`config.mk`:
```
export PLATFORM = sky130hd
export DESIGN_NAME = watchdog_reset_req
export DESIGN_NICKNAME = d
export VERILOG_FILES = /design/src/rtl/watchdog_pkg.sv /design/src/rtl/wdt_reload_counter.sv /design/src/rtl/watchdog_reset_req.sv
export SDC_FILE = /design/constraint.sdc
export NUM_CORES = 1
export LEC_CHECK = 0
export CAP_MARGIN = 40
export CORE_MARGIN = 1.5
export CORE_UTILIZATION = 25
export CTS_CLUSTER_DIAMETER = 150
export CTS_CLUSTER_SIZE = 10
export DETAILED_ROUTE_END_ITERATION = 7
export GPL_TIMING_DRIVEN = 0
export PLACE_DENSITY_LB_ADDON = 0.1
export SETUP_SLACK_MARGIN = 0.3
export SLEW_MARGIN = 20
export SYNTH_ARGS = -nofsm -noshare
export SYNTH_HDL_FRONTEND = slang
export SYNTH_HIERARCHICAL = 1
export SYNTH_SLANG_ARGS = --single-unit
```
`constraint.sdc`:
```
create_clock -name clk -period 2.7 [get_ports clk]
set_input_delay 0.54 -clock clk [delete_from_list [all_inputs] [get_ports clk]]
set_output_delay 0.54 -clock clk [all_outputs]
set_load 0.05 [all_outputs]
```
`src/rtl/watchdog_pkg.sv`:
```
// Shared state encoding and default constants for the watchdog reset-request block.
package watchdog_pkg;

  typedef enum logic [1:0] {
    IDLE    = 2'd0,
    ARMED   = 2'd1,
    FIRE    = 2'd2,
    HOLDOFF = 2'd3
  } wdt_state_e;

  localparam int TIMEOUT_W_DEF = 16;
  localparam int PULSE_MIN_DEF = 4;
  localparam int ACK_LIMIT_DEF = 32;

endpackage

```
`src/rtl/wdt_reload_counter.sv`:
```
// Loadable down counter that saturates at zero; load has priority over decrement.
module wdt_reload_counter #(
  parameter int W = 16
) (
  input  logic         clk,
  input  logic         rst_n,
  input  logic         load,
  input  logic [W-1:0] load_val,
  input  logic         dec,
  output logic [W-1:0] count,
  output logic         zero
);

  assign zero = (count == '0);

  always_ff @(posedge clk or negedge rst_n) begin
    if (!rst_n) begin
      count <= '0;
    end else if (load) begin
      count <= load_val;
    end else if (dec && !zero) begin
      count <= count - W'(1);
    end
  end

endmodule

```
`src/rtl/watchdog_reset_req.sv`:
```
// Watchdog countdown plus reset request/acknowledge handshake; reset_req is
// driven straight from a flop so the downstream async reset never sees a glitch.
module watchdog_reset_req
  import watchdog_pkg::*;
#(
  parameter int TIMEOUT_W = TIMEOUT_W_DEF,
  parameter int PULSE_MIN = PULSE_MIN_DEF,
  parameter int ACK_LIMIT = ACK_LIMIT_DEF
) (
  input  logic                 clk,
  input  logic                 rst_n,
  input  logic                 enable,
  input  logic                 kick,
  input  logic                 sw_req,
  input  logic                 clear_flags,
  input  logic [TIMEOUT_W-1:0] timeout,
  input  logic                 reset_ack,
  output logic                 reset_req,
  output logic                 expired,
  output logic                 ack_err,
  output logic [1:0]           state
);

  localparam int P_W = (ACK_LIMIT > 1) ? $clog2(ACK_LIMIT) : 1;

  wdt_state_e           state_q;
  logic [P_W-1:0]       p_cnt;
  logic                 ack_seen;
  logic [TIMEOUT_W-1:0] count;
  logic                 cnt_zero;
  logic                 cnt_load;
  logic                 cnt_dec;
  logic                 armed_run;
  logic                 expiry_fire;
  logic                 ack_now;
  logic                 pulse_done;
  logic                 ack_timeout;

  // ARMED priority: sw_req, then enable low, then kick, then expiry
  assign armed_run   = (state_q == ARMED) && !sw_req && enable;
  assign cnt_load    = ((state_q == IDLE) && !sw_req && enable) || (armed_run && kick);
  assign cnt_dec     = armed_run && !kick;
  assign expiry_fire = armed_run && !kick && cnt_zero;

  assign ack_now     = ack_seen | reset_ack;
  assign pulse_done  = (state_q == FIRE) && ack_now && (p_cnt >= P_W'(PULSE_MIN - 1));
  assign ack_timeout = (state_q == FIRE) && !pulse_done && (p_cnt == P_W'(ACK_LIMIT - 1));

  assign state = state_q;

  wdt_reload_counter #(
    .W(TIMEOUT_W)
  ) u_countdown (
    .clk      (clk),
    .rst_n    (rst_n),
    .load     (cnt_load),
    .load_val (timeout),
    .dec      (cnt_dec),
    .count    (count),
    .zero     (cnt_zero)
  );

  always_ff @(posedge clk or negedge rst_n) begin
    if (!rst_n) begin
      state_q   <= IDLE;
      p_cnt     <= '0;
      ack_seen  <= 1'b0;
      reset_req <= 1'b0;
      expired   <= 1'b0;
      ack_err   <= 1'b0;
    end else begin
      // A flag set in the same cycle as clear_flags wins over the clear
      expired <= expiry_fire | (expired & ~clear_flags);
      ack_err <= ack_timeout | (ack_err & ~clear_flags);

      case (state_q)
        IDLE: begin
          if (sw_req) begin
            state_q   <= FIRE;
            reset_req <= 1'b1;
            p_cnt     <= '0;
            ack_seen  <= 1'b0;
          end else if (enable) begin
            state_q <= ARMED;
          end
        end
        ARMED: begin
          if (sw_req || expiry_fire) begin
            state_q   <= FIRE;
            reset_req <= 1'b1;
            p_cnt     <= '0;
            ack_seen  <= 1'b0;
          end else if (!enable) begin
            state_q <= IDLE;
          end
        end
        FIRE: begin
          if (pulse_done || ack_timeout) begin
            state_q   <= HOLDOFF;
            reset_req <= 1'b0;
          end else begin
            p_cnt    <= p_cnt + P_W'(1);
            ack_seen <= ack_now;
          end
        end
        HOLDOFF: begin
          if (!reset_ack) state_q <= IDLE;
        end
        default: begin
          state_q   <= IDLE;
          reset_req <= 1'b0;
        end
      endcase
    end
  end

endmodule

```
==> results_dict.tcl, run 1 <==
set metrics [dict create \
    tightest_slew_ns 0.632 \
    first_global_vias 1494 \
    fin_nets 258 \
    first_pass_iters 6 \
    synth-seq-area-share 0.399 \
    htreeDepth 1 \
    clk_latency_ns 0.28 \
    ant_nets 0 \
    insertedDiodeCount 0 \
    leakage_uw 0.000891 \
    antenna_found_initial 0 \
    hold_class "in2async" \
    critPathBufInv 1 \
    gp_congestion 0.747 \
    std_cell_rows 29 \
    grt_start_max_net_pins 28 \
    maxCapViolations 0 \
    synth_warnings 6 \
    synth_edf_count 0 \
    ios 28 \
    rsz0062_at_grt "true" \
    clock-sinks 27 \
    crit_path_max_fanout 8 \
    cts_made_buffers 3 \
    cts_tree "yes" \
    fp.coreArea_sq_um 6460 \
    r2r-start "u_countdown/count[11]" \
    worstSetupPathType "reg2reg" \
    drive_gt1_frac 0.190 \
    setup_violations 0 \
    r2r_setup_slack_ns 0.33 \
    synthCells 190 \
    critical_path.endpoint_type "flip-flop" \
    die-area_sq_um 7270 \
    root_buffer "clkbuf_8" \
    cts_buffer_depth 2 \
    fin_tns_setup_ns 0 \
    ys_types 50 \
    start_util 0.262 \
    syn-cell-area_sq_um 1690 \
    grt_pass1_wl_mm 7.48 \
    dp_hpwl_mm 3.14 \
    hold_viol_final 0 \
    whs_ns 0.271 \
    layout_common_cells "25 x dfrtp_1, 24 x clkdlybuf4s50_1, 21 x nand2_1" \
    syn_nets 216 \
    outcome "complete, but fails checks" \
    dr.first_iter.drc_count 78 \
    synth.avg_cell_area_sq_um 8.91 \
    synth_seq_cells 27 \
    fin_skew_ns 0.0116 \
    r2r-end "ack_seen" \
    slew_violations 0 \
    num_vias 1573 \
    ctsHoldBuffers 0 \
    portBuffers 27 \
    grt-ovfl-total 0 \
    clk_pin_slew_ns 0.11 \
    async_reset_ff_frac 1.00 \
    max-slew-margin-rel 0.579 \
    timing.fmax_mhz 423 \
    ir_drop_mv 0.283 \
    grt_usage 0.128 \
    worstPathArrival_ns 2.53 \
    die_w_microns 85.3 \
    area_growth_syn_to_layout_pct 34.1 \
    required_ns 2.87 \
    synthFlopType "dfrtp_1" \
    wl_per_cell_microns 14.3 \
    crit_slowest_cell "nor4_1" \
    cp-start-kind "flip-flop" \
    wl_mm 4.40 \
    placed_area_sq_um 2060 \
    chipHeight_microns 85.3 \
    layout_commonest_cell "dfrtp_1" \
    post-route-min-period_ns 2.37 \
    violations "DRC" \
    final_core_util 0.352 \
    fin_crit_sh 0.876 \
    vias_per_cell 5.11 \
    cp_top_family "simple AND/OR/NAND/NOR gates" \
    crit_chain "nor4_1 -> nand4_1 -> inv_1 -> nand2_1 -> o211a_4 -> a21oi_4 -> mux2_1" \
    drcViolationCount 2 \
    p_per_area_nw_per_um2 884 \
    r2r_cells 7 \
    design_area_sq_um 2270 \
    max_stage_delay_ns 0.53 \
]
power by group:
part	internal (uW)	switching (uW)
combinational	432	509
sequential	577	243
clock	105	141
total	1110	893
logic make-up after synthesis:
logic type,after synthesis,share of synthesized area
buffers and inverters,19,0.0517
AND/OR/NAND/NOR,86,0.282
XOR/XNOR,1,0.00517
multiplexers,8,0.0488
adder cells (fa/ha/maj),3,0.0222
flip-flops,27,0.399
AO/OA/AOI/OAI,46,0.191
cells in the mapped netlist, drive strengths merged (3+ instances only):
cell type	number	share of area
nor2	21	0.047
or4b	3	0.018
ha	3	0.022
mux2i	6	0.035
nand2	23	0.051
nor4	5	0.026
dfrtp	27	0.40
nor2b	5	0.018
inv	13	0.029
nand4	3	0.011
buf	3	0.016
o21ai	12	0.035
nor3	7	0.024
a21oi	7	0.027
a31oi	9	0.033
or4	5	0.024
clkbuf	3	0.0067
sequential cells by signal (all words and copies together) (netlist names):
name,count
reset_req,1
state,2
expired,1
ack_seen,1
u_countdown/count,16
ack_err,1
p_cnt,5
how the worst max path moves through the flow:
stage | from | end | slack, ns | cells after the start
after global placement | sw_req | u_countdown/count[9] | -0.60 | 8
after floorplan | state[0] | u_countdown/count[11] | 0.38 | 7
after CTS | sw_req | u_countdown/count[5] | 0.21 | 8
after global routing | u_countdown/count[11] | ack_seen | 0.21 | 7
after detailed placement | sw_req | u_countdown/count[15] | -0.56 | 8
final | u_countdown/count[11] | ack_seen | 0.33 | 7
per-layer routing:
| layer | vias to the layer above | GRT usage | part of all wire |
|---|---|---|---|
| met3 | 2 | 0.0185 | 0.036 |
| li1 | 781 | - | - |
| met5 | - | 0 | 0 |
| met2 | 36 | 0.190 | 0.44 |
| met4 | 0 | 0.0381 | 0.0055 |
| met1 | 754 | 0.191 | 0.52 |
final cells by class:
cell class              count  area (sq um)
well taps                  77          96.3
fillers                   679          4190
clock buffers               3          41.3
inverters                  13          48.8
flip-flops and latches     27           678
repair buffers             37           345
clock inverters             1          7.51
multi-input cells         144          1010
plain buffers               6          38.8
stage by stage:
| step | total power (uW) | worst slack (ns) | std cells |
|---|---|---|---|
| finish | 2010 | 0.334 | 308 |
| global route | 2170 | 0.210 | 308 |
| CTS | 1980 | 0.212 | 303 |
| detailed placement | 1680 | -0.561 | 294 |
| global placement | 1680 | -0.600 | 294 |
| floorplan | 1420 | 0.382 | 190 |
what timing repair did:
item / 4_1_cts / 5_1_grt
buffers inserted: 5 / 5
setup endpoints to repair: 18 / 12
gates resized for setup: 10 / 7
pin swaps: 2 / 4
(Power assumes the default switching activity.)
==> run 2, diff against run 1 <==
clock period = 2.2 ns   (was 2.7 ns; I/O delays follow)
==> run 2 against run 1 <==
  * Final cell count rose by 5.8%
  * Combinational power increased by 68%
  * Die area is the same
  * First-iteration DRC count fell by 19%
  * Sequential power increased by 23%
  * The run still ends with DRC left
  * Worst hold slack got worse by 0.10 ns
==> results_dict.tcl, run 2 (synthesis results as in run 1) <==
set metrics [dict create \
    ios 28 \
    cts_made_buffers 3 \
    wl_mm 4.66 \
    grt_pass1_wl_mm 7.69 \
    portBuffers 27 \
    outcome "complete, but fails checks" \
    ir_drop_mv 0.390 \
    cp-start-kind "flip-flop" \
    fin_nets 276 \
    critical_path.endpoint_type "flip-flop" \
    leakage_uw 0.00107 \
    worstPathArrival_ns 2.30 \
    setup_violations 0 \
    fin_crit_sh 0.952 \
    area_growth_syn_to_layout_pct 50.5 \
    whs_ns 0.169 \
    hold_viol_final 0 \
    clock-sinks 27 \
    dr.first_iter.drc_count 63 \
    grt-ovfl-total 0 \
    root_buffer "clkbuf_8" \
    num_vias 1630 \
    placed_area_sq_um 2150 \
    largest_reg_flops 16 \
    slew_violations 0 \
    post-route-min-period_ns 2.09 \
    insertedDiodeCount 0 \
    hold_class "in2async" \
    htreeDepth 1 \
    drive_gt1_frac 0.325 \
    drcViolationCount 3 \
    rsz0062_at_grt "true" \
    design_area_sq_um 2550 \
    fp.coreArea_sq_um 6460 \
    ctsHoldBuffers 0 \
    fin_skew_ns 0.00761 \
    first_global_vias 1595 \
    antenna_found_initial 0 \
    layout_common_cells "23 x dfrtp_1, 22 x buf_4, 20 x nand2_1" \
    clk_pin_slew_ns 0.10 \
    p_per_area_nw_per_um2 1130 \
    grt_start_max_net_pins 28 \
    gp_congestion 0.801 \
    timing.fmax_mhz 478 \
    wl_per_cell_microns 14.3 \
    fillers 689 \
    power.total_uw 2890 \
    crit_path_max_fanout 8 \
    violations "DRC" \
    vias_per_cell 5.00 \
    ant_nets 0 \
    die_w_microns 85.3 \
    max-slew-margin-rel 0.573 \
    crit_slowest_cell "or4b_1" \
    die-area_sq_um 7270 \
    crit_chain "nor2_4 -> nand2_4 -> nor3_4 -> nor4b_4 -> nand2_2 -> or4b_1 -> a31oi_1" \
    clk_latency_ns 0.28 \
    chipHeight_microns 85.3 \
    required_ns 2.40 \
    first_pass_iters 6 \
    worstSetupPathType "reg2reg" \
    cts_tree "yes" \
    largest-register "u_countdown/count" \
    cts_buffer_depth 2 \
    grt_usage 0.132 \
    layout_commonest_cell "dfrtp_1" \
    fin_ws_ns 0.106 \
    max_stage_delay_ns 0.56 \
    pre_cts_ws_ns -0.542 \
    dp_hpwl_mm 3.22 \
    start_util 0.262 \
    maxCapViolations 0 \
    tightest_slew_ns 0.641 \
    std_cell_rows 29 \
]
-- run 2: cell count changes in the layout (fill, tap and decap cells not counted), sizes merged --
cell / change
clkinvlp: -1
buf: +19
dlymetal6s2s: +2
clkdlybuf4s50: -6
dlygate4sd2: +3
clkdlybuf4s15: +1
-- run 2: layout make-up --
cell class | count | area [sq um] | share of cell area
clock buffer | 4 | 45.0 | 0.0177
tap | 77 | 96.3 | 0.0378
inverter | 13 | 48.8 | 0.0192
buffer | 6 | 50.0 | 0.0196
sequential | 27 | 681 | 0.267
timing repair buffer | 55 | 504 | 0.198
multi-input combinational | 144 | 1120 | 0.441
-- run 2: path summary, 6_finish.rpt --
path / from / end / slack (ns) / depth (start not counted)
max in group asynchronous: rst_n / u_countdown/count[12] / 1.58 / 1
min in group clk: p_cnt[3] / p_cnt[3] / 0.52 / 1
max reg2reg: state[1] / u_countdown/count[9] / 0.11 / 7
min: rst_n / ack_err / 0.17 / 1
min reg2reg: p_cnt[3] / p_cnt[3] / 0.52 / 1
max: state[1] / u_countdown/count[9] / 0.11 / 7
-- run 2: power breakdown --
group | total (uW) | internal, uW | switching [uW]
clock network | 298 | 130 | 167
registers | 1010 | 712 | 300
logic | 1580 | 819 | 763
-- run 2: stage by stage --
step                      utilization  std cells  TNS (ns)
after floorplan                     -        190         0
after global placement          0.334        294     -6.91
after detailed placement        0.333        294     -6.51
after CTS                       0.382        324         0
after global routing            0.394        326   -0.0141
final                           0.394        326         0
-- run 2: timing repair --
action	in CTS	in global routing
pin swaps	18	16
resized for setup	23	22
buffers inserted	26	2
setup endpoints to repair	25	25
-- run 2: worst max-delay path: cells and delay by family (launching register included) --
family	cells	cell delay, ns
simple gates	6	1.44
compound gates	1	0.14
flops	1	0.44
-- run 2: metal layers --
layer	up-vias	GRT usage	part of all wire
met3	6	0.0282	0.036
met2	26	0.206	0.45
met4	0	0.0279	0.015
li1	818	-	-
met5	-	0	0
met1	780	0.188	0.50
